`src/rtl/muldiv_unit_pkg.sv`:
```
// Multiply/divide unit shared types: MDU op codes and FSM states.
// Imported by the MDU interface and the MDU top.
package muldiv_unit_pkg;

  localparam int MDU_WIDTH = 32;

  typedef logic [2:0] mdu_op_t;

  localparam mdu_op_t MDU_NOP   = 3'd0;
  localparam mdu_op_t MDU_MULT  = 3'd1;
  localparam mdu_op_t MDU_MULTU = 3'd2;
  localparam mdu_op_t MDU_DIV   = 3'd3;
  localparam mdu_op_t MDU_DIVU  = 3'd4;
  localparam mdu_op_t MDU_MTHI  = 3'd5;
  localparam mdu_op_t MDU_MTLO  = 3'd6;

  typedef enum logic [1:0] {
    MDU_IDLE = 2'd0,
    MDU_CALC = 2'd1,
    MDU_FIX  = 2'd2
  } mdu_state_e;

  function automatic logic mdu_signed(
    input mdu_op_t op
  );
    return (op == MDU_MULT) ||
           (op == MDU_DIV);
  endfunction

endpackage

```
`src/rtl/muldiv_unit_if.sv`:
```
// MDU issue/result bundle: start/op/A/B in, busy/done/HI/LO out.
// master = control/execute side, slave = muldiv_unit.
interface muldiv_unit_if #(
  parameter int WIDTH = 32
);
  import muldiv_unit_pkg::*;

  logic             start;
  mdu_op_t          op;
  logic [WIDTH-1:0] A;
  logic [WIDTH-1:0] B;
  logic             busy;
  logic             done;
  logic [WIDTH-1:0] HI;
  logic [WIDTH-1:0] LO;

  modport master (
    output start, op, A, B,
    input  busy, done, HI, LO
  );

  modport slave (
    input  start, op, A, B,
    output busy, done, HI, LO
  );

endinterface

```
`src/rtl/muldiv_unit.sv`:
```
// Iterative MULT/MULTU/DIV/DIVU unit owning HI/LO (plus MTHI/MTLO).
// Ports: clk, rst (sync, active high), bus (muldiv_unit_if.slave).
module muldiv_unit
  import muldiv_unit_pkg::*;
#(
  parameter int WIDTH = MDU_WIDTH
) (
  input logic          clk,
  input logic          rst,
  muldiv_unit_if.slave bus
);

  localparam int CW = $clog2(WIDTH);
  localparam int DW = 2 * WIDTH;

  mdu_state_e state, state_n;

  logic [CW-1:0]    cnt;
  logic [DW-1:0]    acc;
  logic [DW-1:0]    acc_n;
  logic [WIDTH-1:0] opd;
  logic             is_div;
  logic             neg_q;
  logic             neg_r;
  logic             dz;
  logic [WIDTH-1:0] hi;
  logic [WIDTH-1:0] lo;
  logic             done_q;

  logic             op_mul;
  logic             op_div;
  logic             op_md;
  logic             op_mthi;
  logic             op_mtlo;
  logic             a_neg;
  logic             b_neg;
  logic [WIDTH-1:0] a_mag;
  logic [WIDTH-1:0] b_mag;

  logic [WIDTH:0]   sum;
  logic [WIDTH:0]   shl;
  logic             ge;
  logic [WIDTH-1:0] rem_sub;
  logic [DW-1:0]    prod;
  logic [WIDTH-1:0] q_fix;
  logic [WIDTH-1:0] r_fix;

  always_comb begin
    op_mul  = 1'b0;
    op_div  = 1'b0;
    op_mthi = 1'b0;
    op_mtlo = 1'b0;
    unique case (bus.op)
      MDU_MULT,
      MDU_MULTU: op_mul  = 1'b1;
      MDU_DIV,
      MDU_DIVU:  op_div  = 1'b1;
      MDU_MTHI:  op_mthi = 1'b1;
      MDU_MTLO:  op_mtlo = 1'b1;
      default:   ;
    endcase
    op_md = op_mul | op_div;
    a_neg = mdu_signed(bus.op) & bus.A[WIDTH-1];
    b_neg = mdu_signed(bus.op) & bus.B[WIDTH-1];
    a_mag = a_neg ? -bus.A : bus.A;
    b_mag = b_neg ? -bus.B : bus.B;
  end

  // acc: multiply = {product hi, multiplier}, shifted right;
  //      divide   = {remainder, dividend/quotient}, shifted left.
  always_comb begin
    sum     = {1'b0, acc[DW-1:WIDTH]}
            + {1'b0, opd & {WIDTH{acc[0]}}};
    shl     = acc[DW-1:WIDTH-1];
    ge      = shl >= {1'b0, opd};
    rem_sub = shl[WIDTH-1:0] - opd;
    if (is_div) begin
      if (ge)
        acc_n = {rem_sub, acc[WIDTH-2:0], 1'b1};
      else
        acc_n = {acc[DW-2:0], 1'b0};
    end else begin
      acc_n = {sum, acc[WIDTH-1:1]};
    end
    prod  = neg_q ? -acc : acc;
    q_fix = neg_q ? -acc[WIDTH-1:0] : acc[WIDTH-1:0];
    r_fix = neg_r ? -acc[DW-1:WIDTH] : acc[DW-1:WIDTH];
  end

  always_ff @(posedge clk) begin
    if (rst) state <= MDU_IDLE;
    else     state <= state_n;
  end

  always_comb begin
    state_n = state;
    unique case (state)
      MDU_IDLE:
        if (bus.start && op_md)
          state_n = MDU_CALC;
      MDU_CALC:
        if (cnt == CW'(WIDTH - 1))
          state_n = MDU_FIX;
      MDU_FIX:
        state_n = MDU_IDLE;
      default:
        state_n = MDU_IDLE;
    endcase
  end

  always_ff @(posedge clk) begin
    if (rst) begin
      cnt    <= '0;
      acc    <= '0;
      opd    <= '0;
      is_div <= 1'b0;
      neg_q  <= 1'b0;
      neg_r  <= 1'b0;
      dz     <= 1'b0;
      hi     <= '0;
      lo     <= '0;
      done_q <= 1'b0;
    end else begin
      done_q <= 1'b0;
      unique case (state)
        MDU_IDLE: begin
          if (bus.start) begin
            unique case (1'b1)
              op_md: begin
                cnt    <= '0;
                is_div <= op_div;
                neg_q  <= a_neg ^ b_neg;
                neg_r  <= a_neg;
                dz     <= op_div && (bus.B == '0);
                acc    <= {{WIDTH{1'b0}},
                           op_div ? a_mag : b_mag};
                opd    <= op_div ? b_mag : a_mag;
              end
              op_mthi: begin
                hi     <= bus.A;
                done_q <= 1'b1;
              end
              op_mtlo: begin
                lo     <= bus.A;
                done_q <= 1'b1;
              end
              default: ;
            endcase
          end
        end
        MDU_CALC: begin
          acc <= acc_n;
          cnt <= cnt + CW'(1);
        end
        MDU_FIX: begin
          done_q <= 1'b1;
          if (is_div) begin
            // B=0 leaves |A| in the remainder, so HI=A falls out.
            hi <= r_fix;
            lo <= dz ? '1 : q_fix;
          end else begin
            hi <= prod[DW-1:WIDTH];
            lo <= prod[WIDTH-1:0];
          end
        end
        default: ;
      endcase
    end
  end

  assign bus.busy = (state != MDU_IDLE);
  assign bus.done = done_q;
  assign bus.HI   = hi;
  assign bus.LO   = lo;

endmodule

```
`src/flat_wrapper.sv`:
```
// flat-port wrapper written by rule: the top's interface ports become plain ports
module muldiv_unit_flat import muldiv_unit_pkg::*;
#(
  parameter int WIDTH = MDU_WIDTH
)
  (clk, rst, bus_start, bus_op, bus_A, bus_B, bus_busy, bus_done, bus_HI, bus_LO);
  muldiv_unit_if #(.WIDTH(WIDTH)) bus_i ();
  input logic clk;
  input logic rst;
  input wire logic [$bits(bus_i.start)-1:0] bus_start;
  input wire logic [$bits(bus_i.op)-1:0] bus_op;
  input wire logic [$bits(bus_i.A)-1:0] bus_A;
  input wire logic [$bits(bus_i.B)-1:0] bus_B;
  output wire logic [$bits(bus_i.busy)-1:0] bus_busy;
  output wire logic [$bits(bus_i.done)-1:0] bus_done;
  output wire logic [$bits(bus_i.HI)-1:0] bus_HI;
  output wire logic [$bits(bus_i.LO)-1:0] bus_LO;
  assign bus_i.start = bus_start;
  assign bus_i.op = bus_op;
  assign bus_i.A = bus_A;
  assign bus_i.B = bus_B;
  assign bus_busy = bus_i.busy;
  assign bus_done = bus_i.done;
  assign bus_HI = bus_i.HI;
  assign bus_LO = bus_i.LO;
  muldiv_unit #(.WIDTH(WIDTH)) u_core (.clk(clk), .rst(rst), .bus(bus_i));
endmodule
```
`config.mk`:
```
export PLATFORM = sky130hd
export DESIGN_NAME = muldiv_unit_flat
export DESIGN_NICKNAME = d
export VERILOG_FILES = /design/src/rtl/muldiv_unit_pkg.sv /design/src/rtl/muldiv_unit_if.sv /design/src/rtl/muldiv_unit.sv /design/src/flat_wrapper.sv
export SDC_FILE = /design/constraint.sdc
export NUM_CORES = 1
export LEC_CHECK = 0
export CORE_AREA = 2 2 194 196
export DETAILED_ROUTE_END_ITERATION = 12
export DIE_AREA = 0 0 196 198
export PLACE_DENSITY = 0.57
export SETUP_SLACK_MARGIN = 0.5
export SYNTH_ARGS = -nofsm -noshare
export SYNTH_HDL_FRONTEND = slang
export SYNTH_SLANG_ARGS = --single-unit
```
`constraint.sdc`:
```
create_clock -name clk -period 3.35 [get_ports clk]
set_input_delay 0.67 -clock clk [delete_from_list [all_inputs] [get_ports clk]]
set_output_delay 0.67 -clock clk [all_outputs]
set_load 0.02 [all_outputs]
```
==> summary.md <==
| Metric | Value |
|---|---|
| Status | `complete, no violations` |
| Post-synthesis sequential area ratio | `23.7%` |
| Fin area | `20200 sq um` |
| EDFF count, synth | `0` |
| Max Cap Viol | `0` |
| Vias in the first global route | `15.5k` |
| Syn Nets | `2056` |
| Final Hold Vio Count | `0` |
| Synth Instances | `1914` |
| Via density | `6.11` |
| I/O Pins | `136` |
| Skew final | `0.0155 ns` |
| Placed cell area | `17900 sq um` |
| Fmax achieved | `338 MHz` |
| Top FF cell, synth | `dfxtp_1` |
| Internal power | `4.42 mW` |
| Hold path startpoint | `u_core.opd[16]$_SDFFE_PP0P_` |
| Worst slew pin tran | `1.09 ns` |
| Total Routing Usage GR | `32.3%` |
| Clock Power Share | `27.5%` |
| Row cnt | `71` |
| Asr flop ratio synth | `0%` |
| CP max FO | `5` |
| Minimum clock period | `2.96 ns` |
| Setup WS post-layout | `0.392 ns` |
| Gr ovfl total | `0` |
| Area growth syn-to-layout | `39.2%` |
| Area share of the largest cell type after synthesis | `23.7%` |
| WL final | `64.8 mm` |
| Net Sw Power | `2.83 mW` |
| Crit Path Class | `reg -> reg` |
| Multiplexer share of the synthesized area | `6.98%` |
| Synth Cell Area | `14500 sq um` |
| Yosys top cell by area | `dfxtp_1` |
| Core Area | `37000 sq um` |
| Die area | `38800 sq um` |
| Worst Setup End Kind | `register` |
| Final Cycle Share | `88.3%` |
| Compound-Gate Fraction of Synth Area | `26.8%` |
| Antenna violations before repair | `0` |
| Post-layout nets | `2368` |
| Mean Syn Cell Area | `7.60 sq um` |
| VDD IR max | `324 uV` |
| Xor/xnor share of the synthesized area | `10.5%` |
| Slew margin rel. | `27.3%` |
| Clk pin slew, worst setup/hold paths | `0.08 ns` |
| Die Span Y | `198 um` |
| Hold Path Class | `reg -> reg` |
| Largest net degree at the start of global routing | `77` |
| Crit path from | `u_core.acc[0]$_SDFFE_PP0P_` |
| Die Wd | `196 um` |
| Hold buffers post-CTS | `0` |
| Synthesis Warnings | `0` |
| Worst r2r src | `u_core.acc[0]$_SDFFE_PP0P_` |
| Critical path arrival | `3.28 ns` |
| Power Density | `358 nW/um^2` |
| Antenna Cells | `0` |
| Simple-Gate Fraction of Synth Area | `20.4%` |
| Combinational Power Share | `41.0%` |
| TritonCTS sink count | `172` |
| Share of layout cells above drive strength 1 | `25.9%` |
| Clock H-tree levels | `4` |
| Req. time, crit path | `3.67 ns` |
| Leakage | `8.41 nW` |
| RSZ-0062 raised after global routing | `yes` |
| Global placement routability congestion | `0.933` |
| Sw frac | `39.0%` |
| Adder-cell share of the synthesized area | `6.30%` |
| WL per Instance | `23.9 um` |
| DRC | `0` |
| WHS | `0.458 ns` |
| Vias | `16.6k` |
| Fillcell total | `3523` |
| Port bufs | `135` |
| DRT antenna net count | `0` |
| First-pass GRT wire length | `95.0 mm` |
| Sequential power share | `31.6%` |
| CTS tree | `built` |
| Num CTS Buffers | `17` |
| Most common cell in the netlist | `nor2_1` |
| Latest clock arrival within the worst-skew pair | `0.47 ns` |
| CTS Root Cell | `clkbuf_16` |
| Initial core utilization | `39.3%` |
| Place WS | `-0.0930 ns` |
| Endpoints failing setup | `0` |
| Area contributors post-synth | `dfxtp_1, mux2i_1, xor2_1, nor2_1, ha_1` |
| CP startpoint kind | `register` |
| Synth unique cells | `83` |
| 1st-pass router iterations | `6` |
| Drt initial violations | `1624` |
| Synth top cells by count | `nor2_1, dfxtp_1, nand2_1` |
| Longest Clk Path Bufs | `2` |
| HPWL Detailed | `49.0 mm` |
| Max-slew violations | `0` |
| Largest family of logic cells by synthesized area | `compound AO/OA/AOI/OAI gates` |
| Flop and latch count out of synthesis | `172` |
==> flip-flops by register name, indices dropped and copies added (netlist names), 2 cells and up <==
| signal | flops |
|---|---|
| u_core.acc | 64 |
| u_core.bus.HI | 32 |
| u_core.bus.LO | 32 |
| u_core.cnt | 5 |
| u_core.opd | 32 |
| u_core.state | 2 |
==> routing by layer <==
layer  global-route usage (%)  vias to the layer above  wire [um]
met2                     50.7                      871      28300
met5                        0                        -          0
met3                     4.34                      135       5670
met1                     44.6                     7923      28000
li1                         -                     7651          -
met4                     13.4                        0       2920
==> critical path, cell delays in order, from the launching register on <==
cell and delay, ns:
dfxtp_4 0.40, inv_8 0.06, buf_12 0.14, nor2_4 0.10, ha_4 0.21, buf_4 0.13, a221o_1 0.34, a311oi_2 0.23
o21ai_2 0.14, a211o_4 0.39, a21oi_4 0.19, o211ai_1 0.13, xnor2_1 0.25, o211ai_1 0.11
==> cells in the final DEF (no fill, tap or decap), types with 15 or more instances in the layout <==
master	netlist	final
ha_4	0	25
nor3_1	41	38
xor2_1	102	102
o21ai_0	94	69
a222oi_1	21	21
dfxtp_1	172	146
a21oi_2	1	28
a221oi_1	40	40
o31ai_1	22	21
clkbuf_16	0	19
buf_4	1	261
a221o_1	15	15
a21oi_1	150	117
nor2_1	236	220
o21ai_1	2	20
nand3_1	33	27
a211oi_1	69	63
dfxtp_2	0	16
nand2_1	165	154
buf_6	3	16
a21o_1	31	31
ha_1	70	41
a31oi_1	22	18
xnor2_1	72	68
inv_1	62	46
nand2b_1	19	15
mux2i_1	98	98
clkdlybuf4s50_1	0	118
==> repair_timing <==
item	4_1_cts	5_1_grt
buffers inserted	17	26
endpoints found under the setup margin	67	84
resized for setup	152	182
gates cloned	3	2
endpoints found under the hold margin	0	0
pin swaps	63	113
==> path summary, 6_finish.rpt <==
path / slack [ns] / depth (start not counted) / to
max: 0.39 / 13 / u_core.acc[58]$_SDFFE_PP0P_
min reg2reg: 0.46 / 2 / u_core.opd[16]$_SDFFE_PP0P_
max reg2reg: 0.39 / 13 / u_core.acc[58]$_SDFFE_PP0P_
min: 0.46 / 2 / u_core.opd[16]$_SDFFE_PP0P_
==> stage by stage <==
stage	TNS [ns]	std cells	total power, mW	utilization (%)
2_1_floorplan	0	1914	3.72	-
3_3_place_gp	-0.212	2633	4.74	48.5
3_5_place_dp	-0.285	2633	4.74	48.5
4_1_cts	0	2685	6.98	52.2
5_1_grt	0	2713	7.54	54.8
6_report	0	2713	7.25	54.8
==> power groups by stage <==
stage	combinational, mW	sequential (mW)	clock (mW)
finish	2.97	2.29	1.99
detailed placement	2.42	2.32	0
global placement	2.42	2.32	0
CTS	2.69	2.28	2.01
floorplan	1.44	2.28	0
global route	3.15	2.30	2.10
==> cell type report <==
| cell class | instances | area (sq um) | share of cell area, % |
|---|---|---|---|
| repair buffers | 425 | 3820 | 18.9 |
| clock inverters | 15 | 129 | 0.637 |
| well taps | 474 | 593 | 2.93 |
| inverters | 63 | 251 | 1.24 |
| flip-flops and latches | 172 | 3500 | 17.3 |
| clock buffers | 17 | 425 | 2.10 |
| multi-input cells | 1547 | 11500 | 56.9 |
==> logic make-up after synthesis <==
family | Yosys count
AOI/OAI and AO/OA | 575
xor gates and xnor gates | 174
adders and majority gates | 72
buffers and inverters | 195
DFF | 172
muxes | 101
and+or+nand+nor | 625
Note: power is estimated with default switching activity, not from simulation.
